### src/rtl/dsc_con_cache_pkg.sv
// Shared widths, depths and types for the DMA descriptor control cache reader.
// Optional overflow flag build switch: DSC_CON_CACHE_OVF_ERR_EN (see top).
// Skid buffer depth is derived from the RAM read latency, never set on its own.
package dsc_con_cache_pkg;

  localparam int DATA_W     = 13;
  localparam int ADDR_W     = 2;
  localparam int DEPTH      = 2 ** ADDR_W;
  localparam int RD_LAT     = 2;
  localparam int SKID_DEPTH = RD_LAT + 1;
  localparam int SKID_IDX_W = $clog2(SKID_DEPTH);
  localparam int SKID_CNT_W = $clog2(SKID_DEPTH + 1);
  localparam int OCC_W      = $clog2(RD_LAT + SKID_DEPTH + 1);

  typedef logic [DATA_W-1:0]     dsc_con_word_t;
  typedef logic [ADDR_W-1:0]     dsc_ptr_t;
  typedef logic [ADDR_W:0]       dsc_lvl_t;
  typedef logic [SKID_IDX_W-1:0] skid_idx_t;
  typedef logic [SKID_CNT_W-1:0] skid_cnt_t;

  // Skid buffer index increment; the buffer is not a power of two deep.
  function automatic skid_idx_t skid_idx_inc(input skid_idx_t idx);
    return (idx == skid_idx_t'(SKID_DEPTH - 1)) ? '0 : idx + skid_idx_t'(1);
  endfunction

endpackage

### src/rtl/dsc_out_skid_fifo.sv
// Output skid buffer: absorbs words already in flight in the RAM read pipe.
// Latency: pushed word becomes head the cycle after push when empty.
// Backpressure: none internally; the caller never issues past free space.
module dsc_out_skid_fifo
  import dsc_con_cache_pkg::*;
(
  input  logic                  clk,
  input  logic                  reset,
  input  logic                  clear,
  input  logic                  push,
  input  logic [DATA_W-1:0]     push_data,
  input  logic                  pop,
  output logic [SKID_CNT_W-1:0] count,
  output logic [DATA_W-1:0]     head
);

  dsc_con_word_t mem [SKID_DEPTH];
  skid_idx_t     wr_idx;
  skid_idx_t     rd_idx;
  skid_cnt_t     cnt;
  logic          do_push;
  logic          do_pop;

  assign do_pop  = pop && (cnt != '0);
  assign do_push = push && ((cnt != skid_cnt_t'(SKID_DEPTH)) || do_pop);

  // Storage is data-only; validity lives entirely in cnt.
  always_ff @(posedge clk) begin
    if (do_push) begin
      mem[wr_idx] <= push_data;
    end
  end

  // Index and occupancy update; reset and clear drop everything held.
  always_ff @(posedge clk) begin
    if (reset || clear) begin
      wr_idx <= '0;
      rd_idx <= '0;
      cnt    <= '0;
    end else begin
      if (do_push) begin
        wr_idx <= skid_idx_inc(wr_idx);
      end
      if (do_pop) begin
        rd_idx <= skid_idx_inc(rd_idx);
      end
      case ({do_push, do_pop})
        2'b10:   cnt <= cnt + skid_cnt_t'(1);
        2'b01:   cnt <= cnt - skid_cnt_t'(1);
        default: cnt <= cnt;
      endcase
    end
  end

  assign count = cnt;
  assign head  = mem[rd_idx];

endmodule

### src/rtl/dsc_con_cache_reader.sv
// Read-side controller for the 4 x 13-bit descriptor control cache; owns pointers and LEVEL.
// Latency: issue at t gives DSC_VALID at t+3 (2-cycle RAM read plus skid capture); 1 word/cycle sustained.
// Backpressure: DSC_READY low stops issue once in-flight plus buffered reaches 3; commits rejected while FULL.
// Build switch DSC_CON_CACHE_OVF_ERR_EN enables the sticky OVF_ERR flag; otherwise it is tied low.
module dsc_con_cache_reader
  import dsc_con_cache_pkg::*;
(
  input  logic              CLK,
  input  logic              RESET,
  input  logic              WR_COMMIT,
  input  logic              FLUSH,
  output logic [ADDR_W-1:0] RAM_W_ADDR,
  output logic [ADDR_W-1:0] RAM_R_ADDR,
  output logic              RAM_R_ADDR_EN,
  output logic              RAM_R_DATA_EN,
  input  logic [DATA_W-1:0] RAM_R_DATA,
  output logic              DSC_VALID,
  output logic [DATA_W-1:0] DSC_DATA,
  input  logic              DSC_READY,
  output logic [ADDR_W:0]   LEVEL,
  output logic              FULL,
  output logic              OVF_ERR
);

  dsc_ptr_t         wr_ptr;
  dsc_ptr_t         rd_ptr;
  dsc_lvl_t         pending;
  dsc_lvl_t         pending_nxt;
  dsc_lvl_t         level_q;
  dsc_lvl_t         level_nxt;
  logic             full_q;
  logic             s1_vld;
  logic             s2_vld;
  skid_cnt_t        buf_cnt;
  dsc_con_word_t    buf_head;
  logic             pop;
  logic             issue;
  logic             commit_ok;
  logic [OCC_W-1:0] occ_after_pop;

  // A commit in a flush cycle is discarded; FULL is the registered view.
  assign commit_ok = WR_COMMIT && !full_q && !FLUSH;
  assign pop       = (buf_cnt != '0) && DSC_READY;

  // Slots already claimed downstream of the RAM, net of this cycle's pop.
  assign occ_after_pop = OCC_W'(s1_vld) + OCC_W'(s2_vld) + OCC_W'(buf_cnt) - OCC_W'(pop);
  assign issue         = !FLUSH && (pending != '0) && (occ_after_pop < OCC_W'(SKID_DEPTH));

  // Next-state occupancy: pending counts committed-not-issued, level counts committed-not-popped.
  always_comb begin
    pending_nxt = pending;
    level_nxt   = level_q;
    case ({commit_ok, issue})
      2'b10:   pending_nxt = pending + dsc_lvl_t'(1);
      2'b01:   pending_nxt = pending - dsc_lvl_t'(1);
      default: pending_nxt = pending;
    endcase
    case ({commit_ok, pop})
      2'b10:   level_nxt = level_q + dsc_lvl_t'(1);
      2'b01:   level_nxt = level_q - dsc_lvl_t'(1);
      default: level_nxt = level_q;
    endcase
  end

  // Write and read pointers; flush realigns the read side onto the write pointer.
  always_ff @(posedge CLK) begin
    if (RESET) begin
      wr_ptr <= '0;
      rd_ptr <= '0;
    end else if (FLUSH) begin
      rd_ptr <= wr_ptr;
    end else begin
      if (commit_ok) begin
        wr_ptr <= wr_ptr + dsc_ptr_t'(1);
      end
      if (issue) begin
        rd_ptr <= rd_ptr + dsc_ptr_t'(1);
      end
    end
  end

  // Valid shadow of the RAM address and data registers.
  always_ff @(posedge CLK) begin
    if (RESET || FLUSH) begin
      s1_vld <= 1'b0;
      s2_vld <= 1'b0;
    end else begin
      s1_vld <= issue;
      s2_vld <= s1_vld;
    end
  end

  // Occupancy registers; FULL follows the next LEVEL so both change together.
  always_ff @(posedge CLK) begin
    if (RESET || FLUSH) begin
      pending <= '0;
      level_q <= '0;
      full_q  <= 1'b0;
    end else begin
      pending <= pending_nxt;
      level_q <= level_nxt;
      full_q  <= (level_nxt == dsc_lvl_t'(DEPTH));
    end
  end

`ifdef DSC_CON_CACHE_OVF_ERR_EN
  logic ovf_q;

  // Sticky record of any commit attempted while full.
  always_ff @(posedge CLK) begin
    if (RESET || FLUSH) begin
      ovf_q <= 1'b0;
    end else if (WR_COMMIT && full_q) begin
      ovf_q <= 1'b1;
    end
  end

  assign OVF_ERR = ovf_q;
`else
  assign OVF_ERR = 1'b0;
`endif

  dsc_out_skid_fifo u_skid (
    .clk       (CLK),
    .reset     (RESET),
    .clear     (FLUSH),
    .push      (s2_vld),
    .push_data (RAM_R_DATA),
    .pop       (pop),
    .count     (buf_cnt),
    .head      (buf_head)
  );

  assign RAM_W_ADDR    = wr_ptr;
  assign RAM_R_ADDR    = rd_ptr;
  assign RAM_R_ADDR_EN = issue;
  assign RAM_R_DATA_EN = s1_vld;
  assign DSC_VALID     = (buf_cnt != '0);
  assign DSC_DATA      = buf_head;
  assign LEVEL         = level_q;
  assign FULL          = full_q;

endmodule

### config.mk
export PLATFORM = sky130hd
export DESIGN_NAME = dsc_con_cache_reader
export DESIGN_NICKNAME = d
export VERILOG_FILES = /design/src/rtl/dsc_con_cache_pkg.sv /design/src/rtl/dsc_out_skid_fifo.sv /design/src/rtl/dsc_con_cache_reader.sv
export SDC_FILE = /design/constraint.sdc
export NUM_CORES = 1
export LEC_CHECK = 0
export ABC_CLOCK_PERIOD_IN_PS = 5200
export CORE_MARGIN = 4
export CORE_UTILIZATION = 24
export DETAILED_ROUTE_END_ITERATION = 8
export DONT_BUFFER_PORTS = 1
export SYNTH_ARGS = -nofsm -noshare
export SYNTH_HDL_FRONTEND = slang
export SYNTH_HIERARCHICAL = 1
export SYNTH_SLANG_ARGS = --single-unit
export TNS_END_PERCENT = 30
### constraint.sdc
create_clock -name CLK -period 5.2 [get_ports CLK]
set_clock_uncertainty 0.2 [all_clocks]
set_input_delay 1.04 -clock CLK [delete_from_list [all_inputs] [get_ports CLK]]
set_output_delay 1.04 -clock CLK [all_outputs]
set_load 0.02 [all_outputs]
==> results.py <==
metrics = {
    "layout": {
        "final_cell_mix": "39 x edfxtp_1, 21 x dfxtp_1, 20 x nand2_1",
        "diodes": 0,
        "layout-drive-gt1-share": 0.121,
        "layout_commonest_cell": "edfxtp_1",
        "fin_util": 0.277,
        "area_delta_synth_final_pct": 13.1,
        "layout.nets": 237,
    },
    "routing": {
        "drc": 0,
        "wl_um": 4420,
        "viasPerCell": 4.18,
        "drtPass1Iterations": 4,
        "routedWlPerCell_um": 12.6,
        "drt_iter0_markers": 43,
        "antenna_left": 0,
        "vias": 1466,
    },
    "synthesis": {
        "syn-cell-area_um2": 2520,
        "synth_edf_count": 39,
        "synth.area.top_cells": "edfxtp_1 47%, dfxtp_1 17%, mux2i_1 6.4%, fa_1 3.2%, nand2_1 3.0%",
        "synth_top_area_frac": 0.465,
        "ys_ff_latch": 60,
        "synthArstFlopShare": 0,
        "yosysSeqAreaShare": 0.632,
        "syn_nets": 229,
        "synth_ff_type": "edfxtp_1",
        "ys_types": 33,
        "synthCells": 203,
        "synth_top_cell_by_area": "edfxtp_1",
        "yosysWarnings": 6,
        "avgSynthCellArea_um2": 12.4,
    },
    "die": {
        "initial_core_util": 0.245,
        "rows": 37,
        "die_y_um": 110,
        "coreArea_um2": 10300,
        "dieArea_um2": 12200,
        "io_pins": 43,
        "dieWidth_um": 110,
    },
    "hold_path": {
        "hp-class": "reg -> reg",
    },
    "power_and_ir_drop": {
        "power.switching_uw": 187,
        "total_power_uw": 871,
        "switching_share": 0.215,
        "combPwrFrac": 0.025,
        "cell_internal_pwr_uw": 684,
        "power.leakage_uw": 0.000888,
        "pwr_density_cell_nw_per_um2": 306,
        "p_clk_frac": 0.382,
        "peakVddDrop_uv": 130,
        "sequentialPowerShare": 0.593,
    },
    "setup_path": {
        "r2r_setup_slack_ns": 1.06,
        "required_ns": 3.96,
        "crit_path_start": "u_skid/count[1]",
        "reg2regPathDepth": 16,
        "crit_type": "reg -> out",
        "cp.arrival_ns": 3.00,
        "reg2reg_from": "u_skid/count[1]",
        "setup.worst_path.end": "RAM_R_ADDR_EN",
        "cp-start-kind": "flip-flop",
        "cp-end-kind": "output port",
        "r2r_end": "pending[2]",
        "worst-path-max-fanout": 6,
    },
    "sta": {
        "period_share": 0.815,
        "setup_viol": 0,
        "rsz0062_at_grt": "no",
        "slew_viol_final": 0,
        "worstMarginPinSlew_ns": 0.819,
        "max_freq_mhz": 236,
        "min_period_ns": 4.24,
        "timing.slew.headroom": 0.453,
        "tns_ns": 0,
        "hold_viol_final": 0,
    },
    "global_route": {
        "grt.total_usage": 0.0769,
        "grt_overflow_total": 0,
        "grt_pass1_vias": 1443,
        "grt_max_degree": 27,
        "antenna_found_initial": 0,
        "grt_pass1_wl_um": 7310,
    },
    "clocking": {
        "hold_buffers": 0,
        "cts_num_sinks": 60,
        "ctsResizeCount": 0,
        "clk_path_buf_depth": 2,
        "path_clk_slew_ns": 0.06,
        "worstSkewPairLatency_ns": 0.33,
        "ctsHtreeMaxLevel": 3,
        "cts_made_buffers": 9,
        "post_cts_buffers": 0,
        "cts_tree": "done",
        "cts_root_buf": "clkbuf_8",
    },
    "place": {
        "gp_congestion": 0.707,
        "dp_hpwl_um": 3090,
        "port_buffers": 0,
    },
    "outcome": {
        "status": "finished, final reports clean",
    },
    "job": {
        "drv_cap": 0,
    },
}
layer usage:
| metal | vias up | wire length [µm] | part of all wire | GRT usage |
|---|---|---|---|---|
| met5 | - | 0 | 0 | 0 |
| met1 | 697 | 1900 | 0.43 | 0.0844 |
| li1 | 717 | - | - | - |
| met3 | 8 | 404 | 0.091 | 0.0499 |
| met2 | 44 | 2070 | 0.47 | 0.124 |
| met4 | 0 | 51 | 0.012 | 0.0197 |
critical path: stages, from the launching register on:
cell and delay, ns:
dfxtp_1 0.43, inv_1 0.11, nand2_1 0.20, and2_1 0.25, ha_1 0.27, fa_1 0.36, inv_1 0.08, fa_1 0.40
nor2b_1 0.16, nor4_2 0.21, buf_4 0.21
area by class of cell:
class                      instances  area (µm²)
multi-input combinational        120         838
tap                              136         170
timing repair buffer               4        30.0
fill                            1095        7430
inverter                          16        60.1
clock buffer                       9         124
sequential                        60        1590
clock inverter                     6        32.5
power by group through the flow:
stage                     clock network (µW)  logic, µW  registers (µW)
after global routing                     375       24.3             517
after CTS                                350       22.0             517
final                                    333       21.6             517
after detailed placement                   0       21.9             527
after global placement                     0       21.3             527
after floorplan                            0       20.4             526
cells in the mapped netlist, types with 2 or more instances:
cell type   n
clkbuf_1    3
dfxtp_1    21
or2_2       2
edfxtp_1   39
nor2_1     16
nor3b_1     3
nor2b_1     2
fa_1        4
ha_1        4
nor3_1      4
xnor2_1     5
xor2_1      6
or3_1       4
mux2i_1    16
inv_1      16
a21oi_1     7
buf_4       2
nand2_1    20
o21ai_0    15
flip-flops by register name (all words and copies together) (netlist names), named ones only:
name,cells
u_skid/mem,39
u_skid/count,2
FULL,1
u_skid/wr_idx,2
RAM_W_ADDR,2
pending,3
s2_vld,1
RAM_R_ADDR,2
LEVEL,3
u_skid/rd_idx,2
RAM_R_DATA_EN,1
how the worst min path moves through the flow:
stage | to | cells after the start | slack (ns) | start
after global routing | pending[2] | 2 | 0.36 | pending[2]
final | u_skid/rd_idx[0] | 2 | 0.30 | u_skid/rd_idx[0]
after detailed placement | u_skid/rd_idx[0] | 2 | 0.29 | u_skid/rd_idx[0]
after floorplan | flip-flop | 2 | 0.25 | u_skid/rd_idx[0]
after global placement | u_skid/rd_idx[0] | 2 | 0.26 | u_skid/rd_idx[0]
after CTS | u_skid/rd_idx[0] | 2 | 0.30 | u_skid/rd_idx[0]
logic make-up after synthesis:
| family | count (synthesis) | synth area share |
|---|---|---|
| flops | 60 | 0.632 |
| simple gates | 55 | 0.105 |
| buf+inv | 23 | 0.0408 |
| compound gates | 29 | 0.0666 |
| mux | 16 | 0.0636 |
| xor+xnor | 11 | 0.0383 |
| other cells | 1 | 0.00149 |
| fa+ha+maj | 8 | 0.0517 |
metrics by stage:
| step | setup slack, ns | instance area, µm² | instances | hold slack [ns] |
|---|---|---|---|---|
| after floorplan | 0.586 | 2520 | 203 | 0.246 |
| after global placement | 0.854 | 2690 | 336 | 0.265 |
| after global routing | 0.695 | 2850 | 351 | 0.363 |
| after detailed placement | 0.791 | 2690 | 336 | 0.294 |
| final | 0.964 | 2850 | 351 | 0.301 |
| after CTS | 0.892 | 2850 | 351 | 0.304 |
(Power assumes the default switching activity.)
